## src/rtl/uart_txrx.sv

```systemverilog
// Full-duplex 8N1 UART: byte-wide client on one side, serial pins on the other.
// TX and RX are independent FSMs sharing only the clock and reset.
module uart_txrx #(
  parameter int CLKS_PER_BIT = 87
) (
  input  logic       clk,
  input  logic       rst_n,
  input  logic [7:0] dataTX,
  input  logic       dataTXValid,
  output logic       serialTX,
  output logic       activeTX,
  output logic       doneTX,
  input  logic       serialRX,
  output logic [7:0] dataRX,
  output logic       dataRXValid,
  output logic [2:0] tx_state,
  output logic [2:0] rx_state
);

  localparam int            CW   = $clog2(CLKS_PER_BIT);
  localparam logic [CW-1:0] LAST = CW'(CLKS_PER_BIT - 1);
  localparam logic [CW-1:0] HALF = CW'((CLKS_PER_BIT - 1) / 2);

  // Debug encoding exported on tx_state / rx_state; IDLE is always 0.
  typedef enum logic [2:0] {
    S_IDLE    = 3'd0,
    S_START   = 3'd1,
    S_DATA    = 3'd2,
    S_STOP    = 3'd3,
    S_CLEANUP = 3'd4
  } state_t;

  // ---------------------------------------------------------------- TX
  // Handshake: dataTXValid is a request with no ready; it is taken only while
  // tx_state is IDLE (activeTX low and doneTX low), otherwise dropped.
  state_t        tx_cur, tx_nxt;
  logic [CW-1:0] tx_cnt;
  logic [2:0]    tx_idx;
  logic [7:0]    tx_shift;
  logic          tx_bit_end;

  assign tx_bit_end = (tx_cnt == LAST);
  assign tx_state   = tx_cur;

  always_ff @(posedge clk or negedge rst_n) begin
    if (!rst_n) tx_cur <= S_IDLE;
    else        tx_cur <= tx_nxt;
  end

  always_comb begin
    tx_nxt = tx_cur;
    case (tx_cur)
      S_IDLE:    if (dataTXValid) tx_nxt = S_START;
      S_START:   if (tx_bit_end) tx_nxt = S_DATA;
      S_DATA:    if (tx_bit_end && tx_idx == 3'd7) tx_nxt = S_STOP;
      S_STOP:    if (tx_bit_end) tx_nxt = S_CLEANUP;
      S_CLEANUP: tx_nxt = S_IDLE;
      default:   tx_nxt = S_IDLE;
    endcase
  end

  always_ff @(posedge clk or negedge rst_n) begin
    if (!rst_n) begin
      tx_cnt   <= '0;
      tx_idx   <= '0;
      tx_shift <= '0;
    end else begin
      if (tx_cur == S_IDLE) begin
        tx_cnt <= '0;
        tx_idx <= '0;
        if (dataTXValid) tx_shift <= dataTX;
      end else if (tx_cur == S_CLEANUP || tx_bit_end) begin
        tx_cnt <= '0;
      end else begin
        tx_cnt <= tx_cnt + 1'b1;
      end
      // 3-bit index wraps 7 -> 0 as DATA is left.
      if (tx_cur == S_DATA && tx_bit_end) tx_idx <= tx_idx + 1'b1;
    end
  end

  always_comb begin
    serialTX = 1'b1;
    activeTX = 1'b0;
    doneTX   = 1'b0;
    case (tx_cur)
      S_START: begin
        serialTX = 1'b0;
        activeTX = 1'b1;
      end
      S_DATA: begin
        serialTX = tx_shift[tx_idx];
        activeTX = 1'b1;
      end
      S_STOP:    activeTX = 1'b1;
      S_CLEANUP: doneTX   = 1'b1;
      default:   ;
    endcase
  end

  // ---------------------------------------------------------------- RX
  logic          rx_meta, rx_sync;
  state_t        rx_cur, rx_nxt;
  logic [CW-1:0] rx_cnt;
  logic [2:0]    rx_idx;
  logic [7:0]    rx_shift;
  logic          rx_ferr;
  logic          rx_bit_end, rx_mid;

  assign rx_bit_end = (rx_cnt == LAST);
  assign rx_mid     = (rx_cnt == HALF);
  assign rx_state   = rx_cur;

  // Synchroniser resets to the idle (mark) level so reset never looks like a start bit.
  always_ff @(posedge clk or negedge rst_n) begin
    if (!rst_n) begin
      rx_meta <= 1'b1;
      rx_sync <= 1'b1;
    end else begin
      rx_meta <= serialRX;
      rx_sync <= rx_meta;
    end
  end

  always_ff @(posedge clk or negedge rst_n) begin
    if (!rst_n) rx_cur <= S_IDLE;
    else        rx_cur <= rx_nxt;
  end

  always_comb begin
    rx_nxt = rx_cur;
    case (rx_cur)
      S_IDLE:    if (!rx_sync) rx_nxt = S_START;
      S_START:   if (rx_mid) rx_nxt = rx_sync ? S_IDLE : S_DATA;
      S_DATA:    if (rx_bit_end && rx_idx == 3'd7) rx_nxt = S_STOP;
      S_STOP:    if (rx_bit_end) rx_nxt = S_CLEANUP;
      S_CLEANUP: if (!rx_ferr || rx_sync) rx_nxt = S_IDLE;
      default:   rx_nxt = S_IDLE;
    endcase
  end

  always_ff @(posedge clk or negedge rst_n) begin
    if (!rst_n) begin
      rx_cnt   <= '0;
      rx_idx   <= '0;
      rx_shift <= '0;
      rx_ferr  <= 1'b0;
      dataRX   <= 8'h00;
    end else begin
      case (rx_cur)
        S_IDLE: begin
          rx_cnt <= '0;
          rx_idx <= '0;
        end
        S_START: rx_cnt <= rx_mid ? '0 : rx_cnt + 1'b1;
        S_DATA: begin
          if (rx_bit_end) begin
            rx_cnt           <= '0;
            rx_shift[rx_idx] <= rx_sync;
            rx_idx           <= rx_idx + 1'b1;
          end else begin
            rx_cnt <= rx_cnt + 1'b1;
          end
        end
        S_STOP: begin
          if (rx_bit_end) begin
            rx_cnt  <= '0;
            rx_ferr <= ~rx_sync;
            if (rx_sync) dataRX <= rx_shift;
          end else begin
            rx_cnt <= rx_cnt + 1'b1;
          end
        end
        S_CLEANUP: begin
          rx_cnt <= '0;
          if (rx_nxt == S_IDLE) rx_ferr <= 1'b0;
        end
        default: rx_cnt <= '0;
      endcase
    end
  end

  // A well-framed byte spends exactly one cycle in CLEANUP, giving a single-cycle pulse.
  always_comb begin
    dataRXValid = 1'b0;
    if (rx_cur == S_CLEANUP && !rx_ferr) dataRXValid = 1'b1;
  end

endmodule

```

## config.mk

```make
export PLATFORM = sky130hd
export DESIGN_NAME = uart_txrx
export DESIGN_NICKNAME = d
export VERILOG_FILES = /design/src/rtl/uart_txrx.sv
export SDC_FILE = /design/constraint.sdc
export NUM_CORES = 1
export LEC_CHECK = 0
export CORE_AREA = 8 8 75 77
export CTS_CLUSTER_DIAMETER = 200
export DETAILED_ROUTE_END_ITERATION = 8
export DIE_AREA = 0 0 83 85
export GPL_TIMING_DRIVEN = 0
export HOLD_SLACK_MARGIN = 0.1
export PLACE_DENSITY = 0.82
export SYNTH_ARGS = -nofsm -noshare
export SYNTH_HDL_FRONTEND = slang
export SYNTH_SLANG_ARGS = --single-unit
```

## constraint.sdc

```tcl
create_clock -name clk -period 4.5 [get_ports clk]
set_input_delay 0.45 -clock clk [delete_from_list [all_inputs] [get_ports clk]]
set_output_delay 0.45 -clock clk [all_outputs]
set_load 0.01 [all_outputs]
```

==> results of run 1 <==
==> power breakdown <==
part | internal [W] | switching, W | total [W]
logic | 0.0000241 | 0.0000286 | 0.0000526
registers | 0.000485 | 0.00000616 | 0.000492
clock network | 0.000166 | 0.000156 | 0.000322
==> final timing paths <==
check | slack (ns) | to | depth (start not counted) | startpoint
min | 0.12 | tx_cnt[3] | 1 | rst_n
max in group asynchronous | 3.83 | dataRX[7] | 2 | rst_n
max reg2reg | 2.10 | dataRX[1] | 6 | rx_cnt[0]
min reg2reg | 0.36 | rx_sync | 0 | rx_meta
min in group clk | 0.36 | rx_sync | 0 | rx_meta
max | 2.06 | serialTX | 4 | tx_idx[1]
==> layer usage <==
layer  wire length [µm]  vias to the layer above
met3                188                        6
li1                   -                      877
met2               2441                       35
met5                  0                        -
met4                 64                        0
met1               2105                      882
==> through the flow <==
stage | std cells | instance area [µm²] | util | hold WS [ns]
2_1_floorplan | 224 | 2519 | - | 0.1544
3_3_place_gp | 307 | 2877 | 0.6342 | 0.3455
3_5_place_dp | 308 | 2892 | 0.6375 | 0.3472
4_1_cts | 316 | 3007 | 0.6629 | 0.1274
5_1_grt | 316 | 3007 | 0.6629 | 0.1473
6_report | 316 | 3007 | 0.6629 | 0.1179
==> placed cells by master (no fill, tap or decap), drive strengths merged, types with 2 or more instances in the layout <==
cell type / n
and3: 3
ha: 8
xor2: 4
nand2b: 2
or2: 3
o21ai: 8
clkdlybuf4s50: 28
or3: 2
nor3b: 2
nor3: 2
nand3: 19
inv: 6
nand2: 9
nand4: 7
mux2: 24
or4: 3
a311oi: 2
dfstp: 2
dfrtp: 51
nor4: 3
xnor2: 7
clkbuf: 12
mux4: 2
nor2: 29
buf: 3
a21oi: 5
==> critical path, cell delays in order (launching register included) <==
cell and delay, ns:
dfrtp_1 0.46, mux4_2 0.53, mux2i_1 0.14, a21oi_1 0.08, clkdlybuf4s50_1 0.48
==> cell type report <==
class                      instances  area [µm²]  area share
buffer                             8       31.28     0.01040
clock buffer                       5       68.82     0.02289
clock inverter                     3       46.29     0.01540
inverter                           6       22.52    0.007491
multi-input combinational        157        1136      0.3779
sequential                        53        1329      0.4419
tap                               54       67.56     0.02247
timing repair buffer              30       305.3      0.1015
==> sequential cells by signal, summed over array words and instances (netlist names) <==
signal	cells
rx_sync	1
tx_state	3
rx_ferr	1
tx_cnt	7
rx_cnt	7
rx_meta	1
rx_idx	3
dataRX	8
tx_idx	3
tx_shift	8
rx_shift	8
rx_state	3
==> cell families (layout without fill, tap and decap cells) <==
family,Yosys count,count (layout),synth area share
AND/OR/NAND/NOR,89,89,0.1898
multiplexers,27,27,0.1292
adder cells (fa/ha/maj),8,8,0.03974
flip-flops,53,53,0.5276
XOR/XNOR,11,11,0.03825
buffers and inverters,14,52,0.02136
AO/OA/AOI/OAI,22,22,0.05415
==> flow_summary.toml, run 1 <==
[worst_setup_path]
cp-start-kind = "register"
critPathKind = "register to output pin"
cp.arrival_ns = 1.99
cp_max_fo = 5
end_kind = "output pin"
critPathRequiredTime_ns = 4.05

[job]
cap_violations = 0

[grt]
antenna_found_initial = 0
grt_usage = 0.1391
grt_pass1_vias = 1799
grt_max_degree = 31
use_met1 = 0.1613
grt_util_met2 = 0.2390
grt_overflow = 0
top_usage_layer = "met2"
grt_pass1_wl_mm = 8.245
met3_usage = 0.03831

[die]
coreArea_um2 = 4536
die_area_um2 = 7055
start_util = 0.5553
die_w_um = 83
rows = 25
ios = 30
dieHeight_um = 85

[synthesis]
avgSynthCellArea_um2 = 11.24
synthTopCellsByArea = "dfrtp_1, mux2_2, nor2_1"
synth_top_area_frac = 0.5067
yosysUniqueCellTypes = 41
yosysMostFrequentCell = "dfrtp_1"
synth_edf_count = 0
synth_nets = 244
synth_common_cells = "dfrtp_1, nor2_1, mux2_2, nand3_1"
synthesis.area_um2 = 2519
syn_inst = 224
yosysTopAreaCell = "dfrtp_1"
synth-main-ff-cell = "dfrtp_1"
async_flop_share = 1.000
yosysSeqAreaShare = 0.5276
synth_seq_cells = 53
yosys_warnings = 0

[clock_network]
worstSkewPairLatency_ns = 0.31
ctsResizeCount = 0
postCtsSetupBuffers = 0
clock_sinks = 53
cts.htree.levels = 2
hold_buffers = 0
cts_buffer_depth = 2
cts_tree = "done"
cts_made_buffers = 5
root_buffer = "clkbuf_8"
path_clk_slew_ns = 0.10

[routing]
drt-pass1-iter-count = 4
ant_nets = 0
routedWlPerCell_um = 15.19
wirelength_mm = 4.799
drt-initial-drc-count = 92
vias_per_cell = 5.696
num_vias = 1800
drc = 0

[layout]
drive_above_1_share = 0.1641
syn_to_final_growth_pct = 19.37
final_nets = 281
fillCellCount = 356
num_antenna_cells = 0

[timing]
slew_headroom = 0.3899
maxSlewViolCount = 0
fin_skew_ns = 0.008384
fin_crit_sh = 0.5430
hold_violations = 0
max_freq_mhz = 409.3
period_minus_slack_ns = 2.443
rsz0062_at_grt = "no"
finalSetupTns_ns = 0
worstMarginPinSlew_ns = 0.9127
fin_ws_ns = 2.057
setup_viol = 0

[worst_hold_path]
hp-class = "primary input to asynchronous set/reset pin"

[power]
power.total_w = 0.0008665
leakagePower_nw = 1.340
ir_drop_uv = 254.5
power.density_nw_per_um2 = 288.2

[place]
gp_congestion = 0.8298
port_buffers = 29
place_hpwl_mm = 3.432
place_ws_ns = 2.114

[outcome]
status = "finished clean"
Power figures use the tool's default switching activity.
==> run 2: changes to the inputs <==
- CORE_AREA: 8 8 75 77 -> 8 8 80 82
- DIE_AREA: 0 0 83 85 -> 0 0 88 90
- PLACE_DENSITY: 0.82 -> 0.76
- clock period: 4.5 -> 2.08 ns (I/O delays scaled with it)
==> flow_summary.toml, run 2 (synthesized netlist as in run 1, its figures left out) <==
[outcome]
status = "finished clean"

[worst_setup_path]
critPathRequiredTime_ns = 2.28
cp-start-kind = "register"
cp.arrival_ns = 2.27
cp-startpoint = "rx_cnt[0]"
critPathKind = "register to register"
crit_family = "simple AND/OR/NAND/NOR gates"
cp_slowest_cell = "or4_4"
critPathMaxStageDelay_ns = 0.41
reg2reg_depth = 7
cp_max_fo = 7
path_cells = "inv_1, ha_2, nand4bb_4, or3_1, buf_6, or4_4, mux2_4"
r2r-start = "rx_cnt[0]"
path_buf_inv = 2
end_kind = "register"
r2r-end = "rx_shift[5]"
r2r_setup_slack_ns = 0.01

[grt]
grt_overflow = 0
antenna_found_initial = 0
grt_max_degree = 39
grt_pass1_vias = 1954
grt_pass1_wl_mm = 8.652
grt_usage = 0.1339

[routing]
wirelength_mm = 4.912
drt-initial-drc-count = 40
vias_per_cell = 5.447
routedWlPerCell_um = 14.53
ant_nets = 0
num_vias = 1841
drt-pass1-iter-count = 4
drc = 0

[timing]
finalHoldWorstSlack_ns = 0.3056
slew_headroom = 0.3962
period_minus_slack_ns = 2.070
fin_skew_ns = 0.008544
max_freq_mhz = 483.1
fin_ws_ns = 0.009886
worstMarginPinSlew_ns = 0.9033
fin_crit_sh = 0.9952
hold_violations = 0
rsz0062_at_grt = "yes"
setup_viol = 0
maxSlewViolCount = 0

[layout]
final_nets = 285
mostFrequentLayoutCells = "dfrtp_1, nor2_1, clkdlybuf4s50_1"
drive_above_1_share = 0.2218
reg.largest.list = "dataRX x8, rx_shift x8, tx_shift x8"
syn_to_final_growth_pct = 23.15
instances_no_fill = 338
num_antenna_cells = 0
fin_util = 0.5924
layout_commonest_cell = "dfrtp_1"

[clock_network]
cts_made_buffers = 5
worstSkewPairLatency_ns = 0.31
cts_buffer_depth = 2
root_buffer = "clkbuf_8"
cts_tree = "done"
path_clk_slew_ns = 0.09
cts.htree.levels = 2
clock_sinks = 53

[place]
gp_congestion = 0.7746
place_ws_ns = -0.3540
placed_cells = 326
place_hpwl_mm = 3.556
port_buffers = 29

[worst_hold_path]
hold_end = "rx_meta"
min_path_cells = 1
hold_start = "serialRX"
hp-class = "primary input to register"

[die]
start_util = 0.4810
rows = 27
ios = 30
die_area_um2 = 7920
dieHeight_um = 90
coreArea_um2 = 5236
die_w_um = 88

[power]
power.density_nw_per_um2 = 566.2
ir_drop_uv = 337.8
leakagePower_nw = 1.402

[job]
cap_violations = 0
[run 2: how the worst max path moves through the flow]
stage                     cells after the start  slack, ns     endpoint
after CTS                                     7      0.007  rx_shift[5]
after global placement                        1      -0.76    dataRX[2]
after detailed placement                      6      -0.35    dataRX[5]
final                                         7       0.01  rx_shift[5]
after floorplan                               7      -0.02  rx_shift[5]
after global routing                          7      -0.04  rx_shift[5]
[run 2: power by group]
part           internal (W)  switching [W]
logic             0.0000566      0.0000640
registers           0.00105      0.0000154
clock network      0.000239       0.000331
[run 2: layout make-up]
cell class / instances / area [µm²]
Tap cell: 72 / 90.09
Fill cell: 440 / 2135
Clock buffer: 5 / 68.82
Sequential cell: 53 / 1331
Clock inverter: 3 / 22.52
Multi-Input combinational cell: 157 / 1184
Timing Repair Buffer: 35 / 346.6
Inverter: 6 / 22.52
Buffer: 7 / 36.28
[run 2: timing repair]
action                                  4_1_cts  5_1_grt
endpoints found under the setup margin       14       15
gates resized for setup                       5        8
hold buffers                                  1        0
setup buffers                                 4        0
pin swaps                                     1        0
hold endpoints to repair                     15        0
[run 2: metal layers]
metal | GRT usage | vias to the layer above | share of wire | wire [µm]
li1 | - | 877 | - | -
met4 | 0.05165 | 0 | 0.012 | 61
met5 | 0 | - | 0 | 0
met2 | 0.2354 | 33 | 0.53 | 2608
met1 | 0.1473 | 923 | 0.41 | 2018
met3 | 0.03458 | 8 | 0.046 | 224
[run 2: through the flow]
step / cell area, µm² / setup TNS (ns) / power [W]
floorplan: 2542 / -0.04811 / 0.001136
global placement: 2923 / -41.25 / 0.001195
detailed placement: 2938 / -3.080 / 0.001203
CTS: 3077 / 0 / 0.001793
global route: 3102 / -0.1158 / 0.001839
finish: 3102 / 0 / 0.001756
==> run 3: changes to the inputs <==
- REMOVE_ABC_BUFFERS: not set -> 1
==> flow_summary.toml, run 3 (synthesized netlist as in run 1, its figures left out) <==
[outcome]
status = "finished clean"

[die]
coreArea_um2 = 5236
dieHeight_um = 90
start_util = 0.4810
ios = 30
die_area_um2 = 7920
die_w_um = 88
rows = 27

[clock_network]
cts_tree = "done"
clock_sinks = 53
worstSkewPairLatency_ns = 0.30
cts_made_buffers = 5
root_buffer = "clkbuf_8"
cts_buffer_depth = 2
cts.htree.levels = 2
path_clk_slew_ns = 0.09

[timing]
fin_skew_ns = 0.005524
fin_crit_sh = 0.9813
period_minus_slack_ns = 2.041
worstMarginPinSlew_ns = 0.9122
finalHoldWorstSlack_ns = 0.3019
setup_viol = 0
slew_headroom = 0.3903
fin_ws_ns = 0.03885
maxSlewViolCount = 0
max_freq_mhz = 489.9
finalSetupTns_ns = 0
hold_violations = 0

[worst_setup_path]
critPathRequiredTime_ns = 2.28
end_kind = "register"
reg2reg_depth = 7
cp_max_fo = 4
r2r-start = "rx_cnt[0]"
cp.arrival_ns = 2.24
critPathKind = "register to register"
cp-start-kind = "register"
cp-startpoint = "rx_cnt[0]"

[layout]
layout_commonest_cell = "dfrtp_1"
num_antenna_cells = 0
syn_to_final_growth_pct = 24.89
instances_no_fill = 335
drive_above_1_share = 0.2319
mostFrequentLayoutCells = "dfrtp_1, nor2_1, clkdlybuf4s50_1"
reg.largest.list = "dataRX x8, rx_shift x8, tx_shift x8"
final_nets = 282
design_area_um2 = 3146

[place]
placed_cells = 318
gp_congestion = 0.7857
place_hpwl_mm = 3.205
place_ws_ns = -0.3154
port_buffers = 29
placed_cell_area_um2 = 2883

[worst_hold_path]
hold_start = "serialRX"
min_path_cells = 1
hp-class = "primary input to register"

[grt]
antenna_found_initial = 0
grt_pass1_vias = 1741
grt_usage = 0.1258
grt_overflow = 0
grt_pass1_wl_mm = 8.066
grt_max_degree = 38

[routing]
drc = 0
wirelength_mm = 4.657
vias_per_cell = 5.319
drt-initial-drc-count = 77
num_vias = 1782
ant_nets = 0
drt-pass1-iter-count = 4
routedWlPerCell_um = 13.90

[power]
power.density_nw_per_um2 = 631.3
ir_drop_uv = 367.5
leakagePower_nw = 1.399

[job]
cap_violations = 0
==> run 3: cell count changes in the layout (fill, tap and decap cells not counted), moves of 2 or more <==
cell / previous run / this run
clkbuf_1: 4 / 0
bufinv_16: 0 / 2
buf_4: 4 / 8
clkbuf_2: 2 / 0
clkinv_4: 2 / 0
==> run 3: routing by layer <==
| layer | up-vias | global-route usage | wire, µm |
|---|---|---|---|
| met5 | - | 0 | 0 |
| li1 | 877 | - | - |
| met3 | 6 | 0.03185 | 202 |
| met1 | 864 | 0.1553 | 2031 |
| met2 | 35 | 0.2034 | 2348 |
| met4 | 0 | 0.04735 | 74 |
==> run 3: final cells by class <==
type,count,area (µm²)
multi-input combinational,157,1192
sequential,53,1331
clock buffer,5,68.82
inverter,6,22.52
tap,72,90.09
fill,441,2091
clock inverter,3,65.06
timing repair buffer,39,375.4
==> run 3: metrics by stage <==
| stage | utilization | total power [W] |
|---|---|---|
| 6_report | 0.6007 | 0.001986 |
| 3_3_place_gp | 0.5477 | 0.001190 |
| 5_1_grt | 0.6007 | 0.002076 |
| 2_1_floorplan | - | 0.001132 |
| 4_1_cts | 0.5921 | 0.002013 |
| 3_5_place_dp | 0.5505 | 0.001197 |
==> run 3: path summary, 6_finish.rpt <==
kind	slack, ns	endpoint
worst max-delay path	0.04	rx_shift[4]
worst min-delay path	0.30	rx_meta
max in group asynchronous	1.20	tx_idx[1]
min in group asynchronous	0.36	tx_cnt[0]
worst min register to register	0.36	rx_sync
worst max register to register	0.04	rx_shift[4]
==> run 3: what timing repair did <==
| item | 4_1_cts | 5_1_grt |
|---|---|---|
| endpoints found under the hold margin | 14 | 0 |
| resized for setup | 9 | 6 |
| endpoints found under the setup margin | 13 | 13 |
| hold buffers | 1 | 0 |
| pin swaps | 3 | 1 |
| setup buffers | 6 | 2 |
==> run 3: power breakdown <==
| group | switching (W) | internal, W |
|---|---|---|
| clock network | 0.000321 | 0.000478 |
| registers | 0.0000212 | 0.00105 |
| logic | 0.0000577 | 0.0000578 |
==> run 3: worst max-delay path: stages (launching register included) <==
cell and delay (ns):
dfrtp_1 0.39, inv_1 0.07, ha_2 0.19, nand4bb_4 0.11, or3_4 0.36, buf_4 0.15
nor4_2 0.31, mux2_2 0.37
